**src/rtl/err_rec_sel_ctrl.sv**
```systemverilog
// Error-recovery select controller.
// On an accepted start it drives a one-hot select to a downstream product
// mux. It waits a programmable number of settle cycles and captures the
// mux output. The result is then held until the consumer takes it.
module err_rec_sel_ctrl #(
    parameter int width    = 128,
    parameter int SETTLE_W = 4
) (
    input  logic                  Clk,
    input  logic                  Rst,
    input  logic                  start,
    input  logic [2:0]            level,
    input  logic [SETTLE_W-1:0]   settle,
    input  logic [2*width-1:0]    mux_in,
    input  logic                  res_ready,
    output logic [4:0]            sel,
    output logic [2*width-1:0]    result,
    output logic                  res_valid,
    output logic                  busy,
    output logic                  level_err
);

    localparam logic [1:0] ST_IDLE   = 2'd0;
    localparam logic [1:0] ST_SETTLE = 2'd1;
    localparam logic [1:0] ST_DONE   = 2'd2;

    localparam logic [SETTLE_W-1:0] CNT_ONE = {{(SETTLE_W-1){1'b0}}, 1'b1};

    logic [1:0]          state_reg,     state_next;
    logic [4:0]          sel_reg,       sel_next;
    logic [SETTLE_W-1:0] cnt_reg,       cnt_next;
    logic [2*width-1:0]  result_reg,    result_next;
    logic                res_valid_reg, res_valid_next;
    logic                level_err_reg, level_err_next;

    // Levels 0..4 map onto the five mux legs. Levels 5..7 have no leg.
    // Those levels decode to all-zero and are rejected.
    logic [4:0] sel_dec;
    logic       level_ok;

    genvar gi;
    generate
        for (gi = 0; gi < 5; gi++) begin : g_sel_dec
            assign sel_dec[gi] = (level == 3'(gi));
        end
    endgenerate

    assign level_ok = (level <= 3'd4);

    // Next-state logic. sel is loaded only on an accepted start, so it
    // always holds exactly one bit.
    always_comb begin
        state_next     = state_reg;
        sel_next       = sel_reg;
        cnt_next       = cnt_reg;
        result_next    = result_reg;
        res_valid_next = res_valid_reg;
        level_err_next = 1'b0;
        case (state_reg)
            ST_IDLE: begin
                if (start) begin
                    if (level_ok) begin
                        sel_next   = sel_dec;
                        cnt_next   = settle;
                        state_next = ST_SETTLE;
                    end else begin
                        level_err_next = 1'b1;
                    end
                end
            end
            ST_SETTLE: begin
                // The counter counts down to zero and stops there, so it
                // never wraps. The capture happens on the cycle that sees zero.
                if (cnt_reg != '0) begin
                    cnt_next = cnt_reg - CNT_ONE;
                end else begin
                    result_next    = mux_in;
                    res_valid_next = 1'b1;
                    state_next     = ST_DONE;
                end
            end
            ST_DONE: begin
                if (res_ready) begin
                    res_valid_next = 1'b0;
                    state_next     = ST_IDLE;
                end
            end
            default: begin
                state_next = ST_IDLE;
            end
        endcase
    end

    // State registers. Reset aborts any operation in flight at once.
    always_ff @(posedge Clk or negedge Rst) begin
        if (!Rst) begin
            state_reg     <= ST_IDLE;
            sel_reg       <= 5'b00001;
            cnt_reg       <= '0;
            result_reg    <= '0;
            res_valid_reg <= 1'b0;
            level_err_reg <= 1'b0;
        end else begin
            state_reg     <= state_next;
            sel_reg       <= sel_next;
            cnt_reg       <= cnt_next;
            result_reg    <= result_next;
            res_valid_reg <= res_valid_next;
            level_err_reg <= level_err_next;
        end
    end

    assign sel       = sel_reg;
    assign result    = result_reg;
    assign res_valid = res_valid_reg;
    assign busy      = (state_reg != ST_IDLE);
    assign level_err = level_err_reg;

endmodule

```
**config.mk**
```make
export PLATFORM = sky130hd
export DESIGN_NAME = err_rec_sel_ctrl
export DESIGN_NICKNAME = d
export VERILOG_FILES = /design/src/rtl/err_rec_sel_ctrl.sv
export SDC_FILE = /design/constraint.sdc
export NUM_CORES = 1
export LEC_CHECK = 0
export CAP_MARGIN = 20
export CORE_AREA = 2 2 206 208
export CTS_CLUSTER_DIAMETER = 120
export CTS_CLUSTER_SIZE = 20
export DETAILED_ROUTE_END_ITERATION = 8
export DIE_AREA = 0 0 208 210
export HOLD_SLACK_MARGIN = 0.08
export PLACE_DENSITY = 0.64
export SYNTH_ARGS = -nofsm -noshare
export SYNTH_HDL_FRONTEND = slang
export SYNTH_SLANG_ARGS = --single-unit
export TNS_END_PERCENT = 10
```
**constraint.sdc**
```tcl
create_clock -name Clk -period 1.52 [get_ports Clk]
set_input_delay 0.38 -clock Clk [delete_from_list [all_inputs] [get_ports Clk]]
set_output_delay 0.38 -clock Clk [all_outputs]
set_load 0.1 [all_outputs]
```
==> flow_summary.json <==
{
  "arrival_ps": 2240,
  "reg2reg_from": "cnt_reg[0]$_DFFE_PN0P_",
  "cp_max_fo": 21,
  "worstMarginPinSlew_ps": 460,
  "fin_skew_ps": 19.0,
  "cp_top_family": "buffers and inverters",
  "fmax_mhz": 540,
  "start_util": 0.256,
  "fin_util": 0.488,
  "ctsRootBufferMaster": "clkbuf_16",
  "cp_data_required_time_ps": 1910,
  "grt_pass1_wl_um": 50200,
  "numCtsBuffers": 17,
  "avgRoutedWirePerCell_um": 19.0,
  "crit_start": "cnt_reg[0]$_DFFE_PN0P_",
  "cts.path.max_buffers": 3,
  "synthArstFlopShare": 1.00,
  "htreeDepth": 1,
  "r2r-end": "result[12]$_DFFE_PN0P_",
  "syn_area_per_cell_um2": 17.7,
  "crit_end": "result[12]$_DFFE_PN0P_",
  "postRouteAntennaNets": 0,
  "grt_max_degree": 46,
  "numClockSinks": 269,
  "grt_pass1_vias": 8050,
  "rows": 75,
  "num_antenna_cells": 0,
  "setup_viol": 267,
  "drt_iter0_drc": 255,
  "grt_overflow": 0,
  "core_um2": 41500,
  "nNetsFinal": 1453,
  "violations": "setup timing",
  "layout-drive-gt1-share": 0.414,
  "cap_violations": 0,
  "synth_most_common_cell": "dfrtp_1",
  "synthTopCellsByArea": "dfrtp_1 (63%), mux2_4 (14%), mux2_1 (14%), mux2_2 (2.9%), buf_6 (2.8%)",
  "rsz0062_at_grt": "yes",
  "routed_wl_um": 32900,
  "clock_latency_ps": 510,
  "synth_ff_type": "dfrtp_1",
  "reg2regPathDepth": 7,
  "crit_top_cell": "buf_12",
  "regToRegSetupSlack_ps": -330,
  "ios": 531,
  "place.gp.congestion": 0.796,
  "vias": 7259,
  "final.fill_count": 3533,
  "grt_usage": 0.147,
  "multi_input_area_um2": 3650,
  "critical_path_class": "register to register",
  "syn_to_final_growth_pct": 90.8,
  "cts_tree": "yes",
  "syn-cell-area_um2": 10600,
  "cp-start-kind": "register",
  "hold_class": "primary input to async pin",
  "drt_pass1_iterations": 4,
  "die_y_um": 210,
  "path_buf_inv": 3,
  "status": "finished with violations",
  "fin_crit_ps": 1850,
  "slowest_delay_ps": 400,
  "syn_nets": 869,
  "synth_seq_cells": 269,
  "largest_register_ffs": 256,
  "report.final.slew_viol_count": 0,
  "hold_violations": 0,
  "die_w_um": 208,
  "die_area_um2": 43700,
  "synth_edf_count": 0,
  "ys_types": 34,
  "yosys-top-cells-count": "dfrtp_1 (268), mux2_1 (129), mux2_4 (100), mux2_2 (27), buf_6 (26)",
  "endpoint_kind": "register",
  "yosysWarnings": 0,
  "critical_path_depth": 7,
  "clk_pin_slew_worst_paths_ps": 80,
  "viasPerCell": 4.20,
  "crit_path_top_delay_cell": "dfrtp_1",
  "ys_seq_area_frac": 0.634,
  "synth.largest_area_cell": "dfrtp_1",
  "period_share": 1.22,
  "yosys.area.top_type_share": 0.632,
  "hpwl_um": 26300,
  "worst_slack_ps": -333,
  "regArea_um2": 6740,
  "antenna_found_initial": 0,
  "syn_inst": 600,
  "drcViolationCount": 0,
  "crit_chain": "inv_2, ha_4, nor3b_4, nand2_8, buf_12, buf_12, mux2_1",
  "relSlewSlack": 0.693,
  "port_buffers": 530
}
routing by layer:
| layer | routed length (um) | part of all wire | GRT usage | vias to the layer above |
|---|---|---|---|---|
| li1 | - | - | - | 3274 |
| met1 | 12600 | 0.38 | 0.172 | 3701 |
| met2 | 17700 | 0.54 | 0.270 | 259 |
| met3 | 2140 | 0.065 | 0.0362 | 25 |
| met4 | 435 | 0.013 | 0.0318 | 0 |
| met5 | 0 | 0 | 0 | - |
metrics by stage:
stage | setup TNS (ps) | hold WS [ps] | cells | cell area, um^2 | setup WS (ps)
floorplan | -28080 | 84.4 | 600 | 10600 | -123
global placement | -60240 | 335 | 1695 | 19600 | -336
detailed placement | -73050 | 339 | 1695 | 19600 | -347
CTS | -71080 | 379 | 1726 | 20200 | -341
global route | -90580 | 408 | 1727 | 20200 | -403
finish | -70850 | 378 | 1727 | 20200 | -333
layout by cell type, fill, tap and decap left out, types with 2 or more instances in the layout:
| master | Yosys | final |
|---|---|---|
| nand2_1 | 2 | 2 |
| clkbuf_16 | 0 | 17 |
| buf_12 | 0 | 282 |
| inv_2 | 0 | 2 |
| mux2_2 | 27 | 27 |
| nor2_1 | 5 | 4 |
| clkdlybuf4s50_1 | 0 | 265 |
| o21a_1 | 2 | 2 |
| buf_4 | 0 | 36 |
| dfrtp_2 | 0 | 3 |
| buf_16 | 0 | 2 |
| buf_6 | 26 | 5 |
| nor2b_1 | 2 | 2 |
| mux2_4 | 100 | 101 |
| o21ai_0 | 5 | 5 |
| dfrtp_1 | 268 | 265 |
| buf_8 | 0 | 2 |
| a21oi_1 | 3 | 3 |
| clkbuf_1 | 0 | 5 |
| mux2_1 | 129 | 128 |
worst min path at each step:
stage,startpoint,to,slack [ps]
2_1_floorplan,Rst,cnt_reg[0]$_DFFE_PN0P_,80
3_3_place_gp,Rst,result[0]$_DFFE_PN0P_,340
3_5_place_dp,Rst,result[254]$_DFFE_PN0P_,340
4_1_cts,Rst,result[204]$_DFFE_PN0P_,380
5_1_grt,Rst,result[204]$_DFFE_PN0P_,410
6_report,Rst,result[0]$_DFFE_PN0P_,380
cells by family after synthesis:
family / Yosys count / share of synthesized area
and+or+nand+nor: 21 / 0.0125
DFF: 269 / 0.634
muxes: 256 / 0.307
adders and majority gates: 2 / 0.00236
buffers and inverters: 31 / 0.0296
AOI/OAI and AO/OA: 21 / 0.0144
final cells by class:
cell class                 count  area share
sequential                   269       0.333
clock inverter                 1    0.000803
tap                          539      0.0333
clock buffer                  22      0.0219
timing repair buffer         593       0.431
multi-input combinational    300       0.180
inverter                       3    0.000556
worst reg2reg max path, cell delays in order, from the launching register on:
cell,delay (ps)
dfrtp_1,400
inv_2,90
ha_4,130
nor3b_4,300
nand2_8,110
buf_12,180
buf_12,200
mux2_1,330
timing repair:
action,in CTS,in global routing
pin swaps,0,3
resized for setup,24,3
buffers inserted,5,1
endpoints found under the hold margin,31,0
gates cloned,2,0
endpoints found under the setup margin,363,503
hold buffers,1,0
Power is not shown: default switching activity piles up to over one toggle a cycle in this logic, so the estimate is an artifact.
